File: config.mk
export PLATFORM = sky130hd
export DESIGN_NAME = seq_watchdog
export DESIGN_NICKNAME = d
export VERILOG_FILES = /design/src/rtl/stereo_job_sequencer_watchdog.sv
export SDC_FILE = /design/constraint.sdc
export NUM_CORES = 1
export LEC_CHECK = 0
export ABC_AREA = 1
export BUFFER_PORTS_ARGS = -buffer_cell sky130_fd_sc_hd__buf_2
export CAP_MARGIN = 20
export CORE_ASPECT_RATIO = 1.2
export CORE_UTILIZATION = 58
export DETAILED_ROUTE_END_ITERATION = 6
export PLACE_DENSITY = 0.76
export SLEW_MARGIN = 25
export SYNTH_ARGS = -nofsm -noshare
export SYNTH_HDL_FRONTEND = slang
export SYNTH_SLANG_ARGS = --single-unit
export TNS_END_PERCENT = 20
File: constraint.sdc
create_clock -name Clock -period 1.6 [get_ports Clock]
set_clock_uncertainty 0.2 [all_clocks]
set_input_delay 0.16 -clock Clock [delete_from_list [all_inputs] [get_ports Clock]]
set_output_delay 0.16 -clock Clock [all_outputs]
set_load 0.03 [all_outputs]
File: src/rtl/stereo_job_sequencer_watchdog.sv
// seq_watchdog: cycle counter for a WAIT state, cleared on entry, tc on the last allowed cycle.
module seq_watchdog #(
    parameter int W    = 16,
    parameter int TERM = 50000
) (
    input  logic Clock,
    input  logic Reset,
    input  logic clr,
    input  logic en,
    output logic tc
);

    logic [W-1:0] cnt;

    always_ff @(posedge Clock or posedge Reset) begin
        if (Reset) cnt <= '0;
        else if (clr) cnt <= '0;
        else if (en) cnt <= cnt + 1'b1;
    end

    assign tc = en && cnt == W'(TERM - 1);

endmodule

==> impl_results.md <==
* Initial Util at around three fifths
* Synthesized area per cell at approximately 7.3 sq um
* Die X at between 30 and 40 um
* Total GRT Usage at a little under a third
* Least-Margin Pin Slew at just over 600 ps
* Total CTS buffers at 3
* Die ar. at between 1500 and 2000 sq um
* Peak VDD IR at ~0.00067 V
* Vias at ~960
* Part of the cycle the worst path needs at 111%
* CP required at roughly 1200 ps
* Diode count at 0
* Yosys reg bits at 16
* Top-area cell type share of the netlist area at about two fifths
* Synth Instances at 137
* Slowest-stage cell, CP: dfrtp_1
* Max frequency at approximately 560 MHz
* GR Overflow Total at 0
* Drt drc at 0
* Largest net degree at the start of global routing at 17
* Top Ports at 5
* Clock Latency Late Sink at around 300 ps
* Top reg by flops: cnt
* Root Driver: clkbuf_4
* Htree depth at 1
* Final #Nets at between 150 and 200
* DR WL/cell at between 10 and 15 um
* Top Registers: cnt (16)
* Register area at approximately 400 sq um
* Synth top area cells: dfrtp_1, nand2_1, nor2_1
* Unrepaired setup endpoints after global routing: true
* Failing checks: negative setup slack
* Vias per cell at between 5 and 6
* Endpoint type of the worst setup path: output pin
* Cell leakage power at a little over 0.6 nW
* Dominant synthesized flop cell: dfrtp_1
* DRT Pass-1 Iters at 4
* Initial antenna violation count at 0
* Post-synth EDFFs at 0
* Worst setup margin at -175 ps
* CP delay by family, top: flip-flops
* RD Place Congestion at between 0.9 and 1
* Critical path launch point type: register
* FP Rows at 16
* DP Area at between 1000 and 1500 sq um
* Final instance area at about 1200 sq um
* Crit Path Category: reg2out
* Hold_ws at 64.0 ps
* First-pass GRT wire length at 3940 um
* Crit path largest cell delay at between 400 and 500 ps
* Async SR Flop Fraction at 100%
* Initial DRC count at 42
* Pwr/cell area at 634 nW/um^2
* Post-Syn Area at between 900 and 1000 sq um
* Worst min path class: in2reg
* Final setup fails at 3
* Port-buffer cells at 4
* Syn-to-layout area delta at 22.9%
* Worst-path clk slew at about 90 ps
* Final Util at approximately three quarters
* Largest area contributor in the netlist: dfrtp_1
* Clock sinks at 16
* Post-DP HPWL at approximately 1600 um
* Vias in the first global route at 880
* Final Max Slew Viols at 0
* CP max FO at 4
* Top-count cell post-synth: nand2_1
* Setup TNS at -249 ps
* Core area at 1620 sq um
* Height of the die at about 47 um
* Rel. slew slack at just under 60%
* Cell variety after synth at 21
* Max Cap Viol at 0
* Final hold violations at 0
* Sequential fraction of the synthesis area at roughly 40%
* Status: finished, violations left
* Post-synth top cells: nand2_1, nor2_1, inv_1
* Max reg flops at 16
* Maximum buffer depth of the clock tree at 2
* WP data arrival at roughly 1400 ps
* Fraction of layout cells with a size suffix above 1 at between 20% and 30%
* Post-layout min period at around 1800 ps
* Yosys warns at 0
* Critical-path cell list: ha_4 -> nand2_4 -> inv_2 -> nand2_1 -> nor4_4 -> buf_6
* Filler cells at 112
* Syn_nets at roughly 140
* CTS tree: done
* Post-route ant nets at 0
* Area occupied by multi-input gates at 547 sq um
* Worst Path Buf+Inv at 2
* DRT Wirelength at about 2500 um
## metal layers
metal,up-vias,track usage (%),part of all wire (%)
met5,-,0,0
met4,0,12.4,2.2
met3,4,4.27,4.2
met2,31,52.5,49
met1,447,41.7,44
li1,475,-,-
## layout by cell type (no fill, tap or decap), drive strengths merged, types with 2 or more instances in the layout
cell,count
inv,20
dlygate4sd3,4
nand4,2
nor3,8
nand2,38
nor2,29
dfrtp,16
a21oi,7
nand3,9
clkbuf,4
o21ai,3
buf,14
## worst register-to-register path, cell delays in order (launching register included)
cell,delay [ps]
dfrtp_1,420
buf_4,140
buf_4,120
nand2_1,60
nor2_2,130
nand2_2,100
nor2_4,140
o21ai_0,140
nor2_1,130
## area by class of cell
| type | count | share of cell area, % |
|---|---|---|
| Clock buffer | 4 | 2.97 |
| Inverter | 20 | 6.13 |
| Multi-Input combinational cell | 100 | 44.7 |
| Sequential cell | 16 | 32.8 |
| Tap cell | 18 | 1.84 |
| Timing Repair Buffer | 18 | 11.6 |
## report_power, final
| part | leakage [nW] | internal [W] | total, W | switching (W) |
|---|---|---|---|---|
| Combinational | 0.376 | 0.0000363 | 0.0000808 | 0.0000445 |
| Sequential | 0.220 | 0.000409 | 0.000416 | 0.00000668 |
| Clock | 0.0210 | 0.000139 | 0.000279 | 0.000140 |
## worst paths after layout
| path | endpoint | slack [ps] | depth (start not counted) | from |
|---|---|---|---|---|
| max | tc | -180 | 6 | cnt[0]$_DFFE_PP0P_ |
| min | cnt[1]$_DFFE_PP0P_ | 60 | 4 | en |
| max reg2reg | cnt[7]$_DFFE_PP0P_ | -40 | 8 | cnt[0]$_DFFE_PP0P_ |
| min reg2reg | cnt[15]$_DFFE_PP0P_ | 390 | 2 | cnt[15]$_DFFE_PP0P_ |
| max in group asynchronous | cnt[10]$_DFFE_PP0P_ | 480 | 3 | Reset |
| min in group asynchronous | cnt[9]$_DFFE_PP0P_ | 280 | 3 | Reset |
## per-stage QoR
stage                     power, W  setup WS (ps)  std cells
final                     0.000776           -175        176
after global routing      0.000810           -277        176
after CTS                 0.000776           -178        175
after detailed placement  0.000479           55.1        163
after global placement    0.000476           92.6        163
after floorplan           0.000456           53.7        137
## logic make-up (layout without fill, tap and decap cells)
family	count (synthesis)	after routing	synth area share, %
adders and majority gates	1	1	1.26
and+or+nand+nor	87	87	43.0
DFF	16	16	40.2
xor gates and xnor gates	1	1	0.880
AOI/OAI and AO/OA	11	11	5.78
buffers and inverters	21	42	8.92
## repair_timing
action,4_1_cts,5_1_grt
pin swaps,1,1
hold buffers,4,0
endpoints found under the hold margin,21,0
setup endpoints to repair,1,8
setup buffers,4,1
gates resized for setup,5,5
gates cloned,0,0
Note: power is estimated with default switching activity, not from simulation.
